## src/rtl/uart_pkg.sv

```systemverilog
`default_nettype none
// ============================================================================
// Module      : uart_pkg
// Description : Shared types and helpers for the UART receive path: the
//               receiver state encoding, default oversampling ratio and the
//               data-width code decoder.
// Revision    : 1.0 - initial release
// ============================================================================
package uart_pkg;

    // Receiver frame states
    typedef enum logic [2:0] {
        IDLE   = 3'd0,
        START  = 3'd1,
        DATA   = 3'd2,
        PARITY = 3'd3,
        STOP   = 3'd4
    } rx_state_t;

    // rx_tick pulses per bit period
    localparam int OVERSAMPLE_DEF = 16;

    // Map the 2-bit width code onto a data bit count: 00=5 .. 11=8
    function automatic logic [3:0] width_to_bits(input logic [1:0] code);
        return 4'd5 + {2'b00, code};
    endfunction

endpackage
`default_nettype wire

```

## src/rtl/uart_rx_sync.sv

```systemverilog
`default_nettype none
// ============================================================================
// Module      : uart_rx_sync
// Description : Two-flop synchronizer for the asynchronous serial line.
//               Resets to 1 so an idle-high line does not look like a start
//               bit while coming out of reset.
// Revision    : 1.0 - initial release
// ============================================================================
module uart_rx_sync (
    input  logic clk,
    input  logic rst,
    input  logic i_async,
    output logic o_sync
);

    logic [1:0] sync_q;

    // Shift the raw line through two flops to settle metastability
    always_ff @(posedge clk or posedge rst) begin
        if (rst) begin
            sync_q <= 2'b11;
        end else begin
            sync_q <= {sync_q[0], i_async};
        end
    end

    assign o_sync = sync_q[1];

endmodule
`default_nettype wire

```

## src/rtl/uart_rx_core.sv

```systemverilog
`default_nettype none
// ============================================================================
// Module      : uart_rx_core
// Description : Oversampling asynchronous serial receiver. Deframes
//               start / 5-8 data bits (LSB first) / optional parity / stop
//               and presents the word with a one-clock done strobe and a
//               parity-error flag.
//               Build option UART_RX_SYNC_EN: route i_rx_serial through a
//               2-flop synchronizer before the FSM; otherwise the line is
//               sampled directly and must already be synchronous.
// Revision    : 1.0 - initial release
// ============================================================================
module uart_rx_core
    import uart_pkg::*;
#(
    parameter int OVERSAMPLE = OVERSAMPLE_DEF
) (
    input  logic       clk,
    input  logic       rst,
    input  logic       rx_tick,
    input  logic [1:0] i_num_bit_data,
    input  logic       i_parity_en,
    input  logic       i_parity_type,
    input  logic       i_rx_serial,
    output logic [7:0] o_data,
    output logic       o_rx_done,
    output logic       o_parity_err
);

    localparam int                CNT_W     = $clog2(OVERSAMPLE);
    // Tick count at the middle of the start bit; every later sample is one
    // full bit period after the previous one, so it also lands mid-bit.
    localparam logic [CNT_W-1:0]  MID_TICK  = CNT_W'(OVERSAMPLE / 2 - 1);
    localparam logic [CNT_W-1:0]  LAST_TICK = CNT_W'(OVERSAMPLE - 1);

    logic             w_rx_line;

`ifdef UART_RX_SYNC_EN
    uart_rx_sync u_rx_sync (
        .clk     (clk),
        .rst     (rst),
        .i_async (i_rx_serial),
        .o_sync  (w_rx_line)
    );
`else
    assign w_rx_line = i_rx_serial;
`endif

    rx_state_t        state_q,    state_d;
    logic [CNT_W-1:0] tick_cnt_q, tick_cnt_d;
    logic [2:0]       bit_idx_q,  bit_idx_d;
    logic [7:0]       shift_q,    shift_d;
    logic [3:0]       nbits_q,    nbits_d;
    logic             par_en_q,   par_en_d;
    logic             par_type_q, par_type_d;
    logic             perr_q,     perr_d;
    logic [7:0]       data_q,     data_d;
    logic             done_q,     done_d;
    logic             par_err_q,  par_err_d;

    logic [7:0]       w_mask;
    logic             w_data_xor;

    // Keep only the bits that belong to the current frame width
    assign w_mask     = 8'hFF >> (4'd8 - nbits_q);
    assign w_data_xor = ^(shift_q & w_mask);

    // State and datapath registers
    always_ff @(posedge clk or posedge rst) begin
        if (rst) begin
            state_q    <= IDLE;
            tick_cnt_q <= '0;
            bit_idx_q  <= '0;
            shift_q    <= '0;
            nbits_q    <= 4'd8;
            par_en_q   <= 1'b0;
            par_type_q <= 1'b0;
            perr_q     <= 1'b0;
            data_q     <= '0;
            done_q     <= 1'b0;
            par_err_q  <= 1'b0;
        end else begin
            state_q    <= state_d;
            tick_cnt_q <= tick_cnt_d;
            bit_idx_q  <= bit_idx_d;
            shift_q    <= shift_d;
            nbits_q    <= nbits_d;
            par_en_q   <= par_en_d;
            par_type_q <= par_type_d;
            perr_q     <= perr_d;
            data_q     <= data_d;
            done_q     <= done_d;
            par_err_q  <= par_err_d;
        end
    end

    // Next-state logic: everything advances on rx_tick except the done
    // strobe, which defaults low so it lasts exactly one clock.
    always_comb begin
        state_d    = state_q;
        tick_cnt_d = tick_cnt_q;
        bit_idx_d  = bit_idx_q;
        shift_d    = shift_q;
        nbits_d    = nbits_q;
        par_en_d   = par_en_q;
        par_type_d = par_type_q;
        perr_d     = perr_q;
        data_d     = data_q;
        done_d     = 1'b0;
        par_err_d  = par_err_q;

        if (rx_tick) begin
            case (state_q)
                IDLE: begin
                    if (!w_rx_line) begin
                        state_d    = START;
                        tick_cnt_d = '0;
                        perr_d     = 1'b0;
                        // Frame format is frozen here for the whole frame
                        nbits_d    = width_to_bits(i_num_bit_data);
                        par_en_d   = i_parity_en;
                        par_type_d = i_parity_type;
                    end
                end

                START: begin
                    if (tick_cnt_q == MID_TICK) begin
                        if (!w_rx_line) begin
                            tick_cnt_d = '0;
                            bit_idx_d  = '0;
                            state_d    = DATA;
                        end else begin
                            // Line went back high: treat as noise
                            state_d    = IDLE;
                        end
                    end else begin
                        tick_cnt_d = tick_cnt_q + CNT_W'(1);
                    end
                end

                DATA: begin
                    if (tick_cnt_q == LAST_TICK) begin
                        tick_cnt_d         = '0;
                        shift_d[bit_idx_q] = w_rx_line;
                        bit_idx_d          = bit_idx_q + 3'd1;
                        if ({1'b0, bit_idx_q} == nbits_q - 4'd1) begin
                            state_d = par_en_q ? PARITY : STOP;
                        end
                    end else begin
                        tick_cnt_d = tick_cnt_q + CNT_W'(1);
                    end
                end

                PARITY: begin
                    if (tick_cnt_q == LAST_TICK) begin
                        tick_cnt_d = '0;
                        perr_d     = w_rx_line != (w_data_xor ^ par_type_q);
                        state_d    = STOP;
                    end else begin
                        tick_cnt_d = tick_cnt_q + CNT_W'(1);
                    end
                end

                STOP: begin
                    // Stop level is not checked; leaving at mid stop bit
                    // leaves half a bit to catch a back-to-back start edge.
                    if (tick_cnt_q == LAST_TICK) begin
                        tick_cnt_d = '0;
                        data_d     = shift_q & w_mask;
                        par_err_d  = par_en_q & perr_q;
                        done_d     = 1'b1;
                        state_d    = IDLE;
                    end else begin
                        tick_cnt_d = tick_cnt_q + CNT_W'(1);
                    end
                end

                default: begin
                    state_d = IDLE;
                end
            endcase
        end
    end

    assign o_data       = data_q;
    assign o_rx_done    = done_q;
    assign o_parity_err = par_err_q;

endmodule
`default_nettype wire

```

## config.mk

```make
export PLATFORM = sky130hd
export DESIGN_NAME = uart_rx_core
export DESIGN_NICKNAME = d
export VERILOG_FILES = /design/src/rtl/uart_pkg.sv /design/src/rtl/uart_rx_sync.sv /design/src/rtl/uart_rx_core.sv
export SDC_FILE = /design/constraint.sdc
export NUM_CORES = 1
export LEC_CHECK = 0
export BUFFER_PORTS_ARGS = -buffer_cell sky130_fd_sc_hd__buf_2
export CELL_PAD_IN_SITES_DETAIL_PLACEMENT = 0
export CELL_PAD_IN_SITES_GLOBAL_PLACEMENT = 1
export CORE_ASPECT_RATIO = 0.5
export CORE_MARGIN = 8
export CORE_UTILIZATION = 34
export CTS_CLUSTER_SIZE = 14
export DETAILED_ROUTE_END_ITERATION = 10
export PLACE_DENSITY = 0.67
export SLEW_MARGIN = 20
export SYNTH_ARGS = -nofsm -noshare
export SYNTH_HDL_FRONTEND = slang
export SYNTH_SLANG_ARGS = --single-unit
```

## constraint.sdc

```tcl
create_clock -name clk -period 3.5 [get_ports clk]
set_input_delay 0.175 -clock clk [delete_from_list [all_inputs] [get_ports clk]]
set_output_delay 0.175 -clock clk [all_outputs]
set_load 0.005 [all_outputs]
```

Yosys cells after proc, flatten, opt, wreduce, memory -nomap -nowiden --
Index checks and enable logic that the tools add are counted.
Operators by class: bitwise gates (word level) 4, shift-type cells 1, eq/ne operators 15, div/mod/pow operators 0, $mul 0, add/subtract/negate cells 5, reductions and logical operators 14, muxes and demuxes 26, $lt $le $gt $ge 2
Operators with widths (number):
- $mux 3 | 10
- $pmux 3 s5 | 1
- $ne 2x2->1 const B | 7
- $mux 4 | 3
- $pmux 4 s3 | 1
- $reduce_and 3->1 | 3
- $and 8x8->8 | 1
- $bwmux 8 | 1
- $reduce_xor 8->1 | 1
- $shr 8x4->8 const A | 1
- $reduce_and 7->1 | 1
- $eq 3x2->1 const B | 2
- $mux 1 | 6
- $pmux 3 s2 | 1
- $reduce_and 5->1 | 1
- $add 3x2->4 const A | 1
- $add 4x1->4 const B | 1
- $eq 3x4->1 | 1
- $eq 4x3->1 const B | 1
- $eq 4x4->1 const B | 1
- $lt 3x4->1 const B | 1
- $reduce_and 4->1 | 1
- $reduce_bool 2->1 | 2
- $sub 4x1->4 const B | 1
- other kinds (17) | 17
Storage, ports and cells: memories 0, bits in read-only memories 0, output and inout bits 10, memory bits (writable) 0, latch bits 0, bits in registers 35

Longest topological paths before layout --
depth in word-level cells 8, gate-level depth with buffers 8, gate-level depth less buffers 8

Worst setup path after synthesis --
Ideal clock, no wire load.
path type register to register, start point reg nbits_q[0], end point reg perr_q, arrival time 2.047 ns, cell stages (with the launch flop) 9, library setup time 0.104 ns, path slack 1.350 ns, clock period less this slack 2.150 ns, path through dfrtp_1 inv_1 ha_1 nor2b_1 xnor2_1 o211ai_1 xnor3_1 xnor3_1 o41ai_2
Between the ends: longest elaborated chain between the ends 8
RTL lines:
- start, declared | RTL line uart_rx_core.sv:53 | logic [3:0] nbits_q, nbits_d;
- start signal, assigned | RTL line uart_rx_core.sv:87 | nbits_q <= nbits_d;
- $sub 4x4->4 | RTL line uart_rx_core.sv:65 | assign w_mask = 8'hFF >> (4'd8 - nbits_q);
- $shr 8x4->8 | RTL line uart_rx_core.sv:65
- $and 8x8->8 | RTL line uart_rx_core.sv:66 | assign w_data_xor = ^(shift_q & w_mask);
- $reduce_xor 8->1 | RTL line uart_rx_core.sv:66
- $xor 1x1->1 | RTL line uart_rx_core.sv:157 | perr_d = w_rx_line != (w_data_xor ^ par_type_q);
- $ne 1x1->1 | RTL line uart_rx_core.sv:157
- $mux 1 | RTL line uart_rx_core.sv:155 | if (tick_cnt_q == LAST_TICK) begin
- $pmux 1 s2 | RTL line uart_rx_core.sv:113 | case (state_q)
- end signal, assigned | RTL line uart_rx_core.sv:90 | perr_q <= perr_d;
- end, declared | RTL line uart_rx_core.sv:56 | logic perr_q, perr_d;
Every way passes these cells. The select of a mux whose other input is x is not followed. A chain may end at the register's enable or synchronous reset.

Worst setup path after layout --
Ends and elaborated chain as after synthesis.

==> results.sh <==
export IMPL_io_pins=18
export IMPL_status="finished, final reports clean"
export IMPL_drt_iter0_markers=112
export IMPL_crit_arrival_ns=2.59
export IMPL_path_clk_slew_ns=0.06
export IMPL_synth_nets=224
export IMPL_n_antenna_cell=0
export IMPL_synth_most_common_cell="dfrtp_1"
export IMPL_max_slew_margin_pct=65.9
export IMPL_cp_required_ns=3.68
export IMPL_synth_top_cells_by_area="dfrtp_1 41%, nand2_1 5.1%, mux2_1 3.8%"
export IMPL_synth_edf_count=0
export IMPL_timing_fmax_mhz=415
export IMPL_setup_violations=0
export IMPL_crit_chain="inv_1 > ha_1 > xor2_1 > o21ai_0 > or2b_1 > nand2_1 > xnor3_1 > o41ai_2"
export IMPL_tritoncts="yes"
export IMPL_hold_end="par_type_q$_DFFE_PP0P_"
export IMPL_syn_inst=210
export IMPL_fill_cells=603
export IMPL_final_antenna_net_count=0
export IMPL_overflow=0
export IMPL_grt_pass1_wl_microns=7670
export IMPL_syn_to_final_growth_pct=14.6
export IMPL_coreArea_sq_um=5980
export IMPL_antenna_found_initial=0
export IMPL_hold_violations=0
export IMPL_fin_crit_sh_pct=68.8
export IMPL_grt_pass1_vias=1546
export IMPL_start_util_pct=34.6
export IMPL_gp_congestion=0.802
export IMPL_rsz0062_at_grt="false"
export IMPL_cp_max_fo=7
export IMPL_fin_crit_ns=2.41
export IMPL_cpPeakStageDelay_ns=0.51
export IMPL_ys_seq_area_share_pct=42.4
export IMPL_fin_nets=241
export IMPL_timing_rr_start="nbits_q[0]$_DFFE_PP0P_"
export IMPL_route_vias_total=1554
export IMPL_yosys_cell_types_count=51
export IMPL_hold_start="i_parity_type"
export IMPL_die_h_microns=71.2
export IMPL_drt_first_pass_iters=4
export IMPL_vias_per_cell=5.10
export IMPL_criticalPathCategory="register to register"
export IMPL_start_kind="register"
export IMPL_holdCritPathClass="input port to register"
export IMPL_drv_slew=0
export IMPL_netlist_area_leader_share_pct=41.1
export IMPL_p_per_area_nw_per_um2=756
export IMPL_clk_latency_ns=0.28
export IMPL_hpwl_microns=3330
export IMPL_worst_pin_slew_ns=0.510
export IMPL_regToRegSetupSlack_ns=1.09
export IMPL_reg2regPathDepth=8
export IMPL_cts_path_max_buffers=2
export IMPL_cts_repair_resized=0
export IMPL_root_buffer="clkbuf_16"
export IMPL_end_kind="register"
export IMPL_vdd_drop_max_mv=0.215
export IMPL_synth_largest_area_cell="dfrtp_1"
export IMPL_syn_avg_cell_area_sq_um=9.86
export IMPL_cts_buffers=5
export IMPL_hold_path_depth=2
export IMPL_post_cts_setup_buffers=0
export IMPL_fin_skew_ns=0.00267
export IMPL_cts_htree_levels=2
export IMPL_yosys_warnings=0
export IMPL_synth_seq_cells=35
export IMPL_syn_area_sq_um=2070
export IMPL_die_area_sq_um=9000
export IMPL_maxCapViolCount=0
export IMPL_drc=0
export IMPL_grtUsageTotal_pct=10.8
export IMPL_cts_hold_buffers_added=1
export IMPL_finalSetupTns_ns=0
export IMPL_synthArstFlopShare_pct=100
export IMPL_synthFlopType="dfrtp_1"
export IMPL_wl_per_cell_microns=14.8
export IMPL_grt_max_degree=26
export IMPL_die_w_microns=126
export IMPL_netlist_top_cells_count="34 x dfrtp_1, 28 x nand2_1, 12 x inv_1, 12 x nor2_1, 12 x o21ai_0"
export IMPL_layout_drive_gt1_share_pct=18.4
export IMPL_cts_sinks=35
export IMPL_r2r_end="perr_q$_DFFE_PP0P_"
export IMPL_std_cell_rows=20
export IMPL_io_buffers=17
export IMPL_final_util_pct=39.7
export IMPL_p_leak_nw=1.08
export IMPL_slowest_stage="dfrtp_1"
export IMPL_routed_wl_microns=4510
power breakdown:
group,switching (mW),total [mW],internal [mW],leakage [nW]
logic,0.404,0.726,0.322,0.553
registers,0.144,0.637,0.493,0.462
clock network,0.169,0.431,0.262,0.0669
total,0.717,1.79,1.08,1.08
worst max-delay path, delay by kind of cell (launching register included):
family	cells	cell delay, ns
AO/OA/AOI/OAI	2	0.45
XOR/XNOR	2	0.60
adder cells (fa/ha/maj)	1	0.28
buffers and inverters	1	0.11
flip-flops	1	0.51
AND/OR/NAND/NOR	2	0.36
cell type report:
| type | instances | area (sq um) | area share (%) |
|---|---|---|---|
| Tap cell | 77 | 96.3 | 4.06 |
| Clock inverter | 2 | 12.5 | 0.527 |
| Sequential cell | 35 | 877 | 37.0 |
| Multi-Input combinational cell | 154 | 1110 | 46.8 |
| Inverter | 12 | 45.0 | 1.90 |
| Clock buffer | 6 | 129 | 5.43 |
| Timing Repair Buffer | 19 | 103 | 4.32 |
registers in the layout (all words and copies together) (netlist names):
register      cells
o_data            8
shift_q           8
tick_cnt_q        4
par_type_q        1
nbits_q           4
state_q           3
perr_q            1
bit_idx_q         3
o_rx_done         1
o_parity_err      1
par_en_q          1
stage by stage:
step | worst slack [ns] | area [sq um] | instances | hold WS [ns] | total power [mW]
after floorplan | 1.35 | 2070 | 210 | 0.287 | 1.22
after global placement | 1.18 | 2220 | 296 | 0.203 | 1.36
after detailed placement | 1.12 | 2220 | 296 | 0.215 | 1.37
after CTS | 1.10 | 2370 | 305 | 0.109 | 1.81
after global routing | 0.937 | 2370 | 305 | 0.127 | 1.92
final | 1.09 | 2370 | 305 | 0.111 | 1.79
layout by cell type, fill, tap and decap left out, types with 2 or more instances in the layout:
cell       count
dfrtp_1       34
nand2_1       28
buf_2         17
nor2_1        12
o21ai_0       12
inv_1         12
xnor2_1        8
nand2b_1       7
mux2_1         7
mux2_2         6
ha_1           6
nor3_1         5
a21oi_1        5
clkbuf_16      5
nand3_1        4
o21ai_1        4
a22o_1         4
nand3b_1       3
a211oi_1       3
o41ai_2        3
o31ai_1        3
and3_1         2
and2_1         2
xor2_1         2
o41ai_1        2
a31oi_1        2
xnor3_1        2
kinds of logic after synthesis:
group	share of synthesized area, %
muxes	8.28
and+or+nand+nor	16.9
adders and majority gates	3.63
DFF	42.4
AOI/OAI and AO/OA	17.7
buffers and inverters	3.99
xor gates and xnor gates	7.19
layer usage:
| layer | routed length, microns | vias to the layer above | GRT usage [%] | share of wire (%) |
|---|---|---|---|---|
| met2 | 1930 | 26 | 16.3 | 43 |
| met1 | 2320 | 741 | 14.3 | 52 |
| li1 | - | 780 | - | - |
| met5 | 0 | - | 0 | 0 |
| met4 | 72 | 0 | 4.76 | 1.6 |
| met3 | 182 | 7 | 2.77 | 4.0 |
worst max path at each step:
stage | from | end | slack, ns | depth (start not counted)
after floorplan | nbits_q[0]$_DFFE_PP0P_ | perr_q$_DFFE_PP0P_ | 1.35 | 8
after global placement | nbits_q[0]$_DFFE_PP0P_ | perr_q$_DFFE_PP0P_ | 1.18 | 8
after detailed placement | nbits_q[0]$_DFFE_PP0P_ | perr_q$_DFFE_PP0P_ | 1.12 | 8
after CTS | nbits_q[0]$_DFFE_PP0P_ | perr_q$_DFFE_PP0P_ | 1.10 | 8
after global routing | nbits_q[0]$_DFFE_PP0P_ | state_q[1]$_DFFE_PP0P_ | 0.94 | 8
final | nbits_q[0]$_DFFE_PP0P_ | perr_q$_DFFE_PP0P_ | 1.09 | 8
No activity file was read; power rests on OpenSTA's default activity.
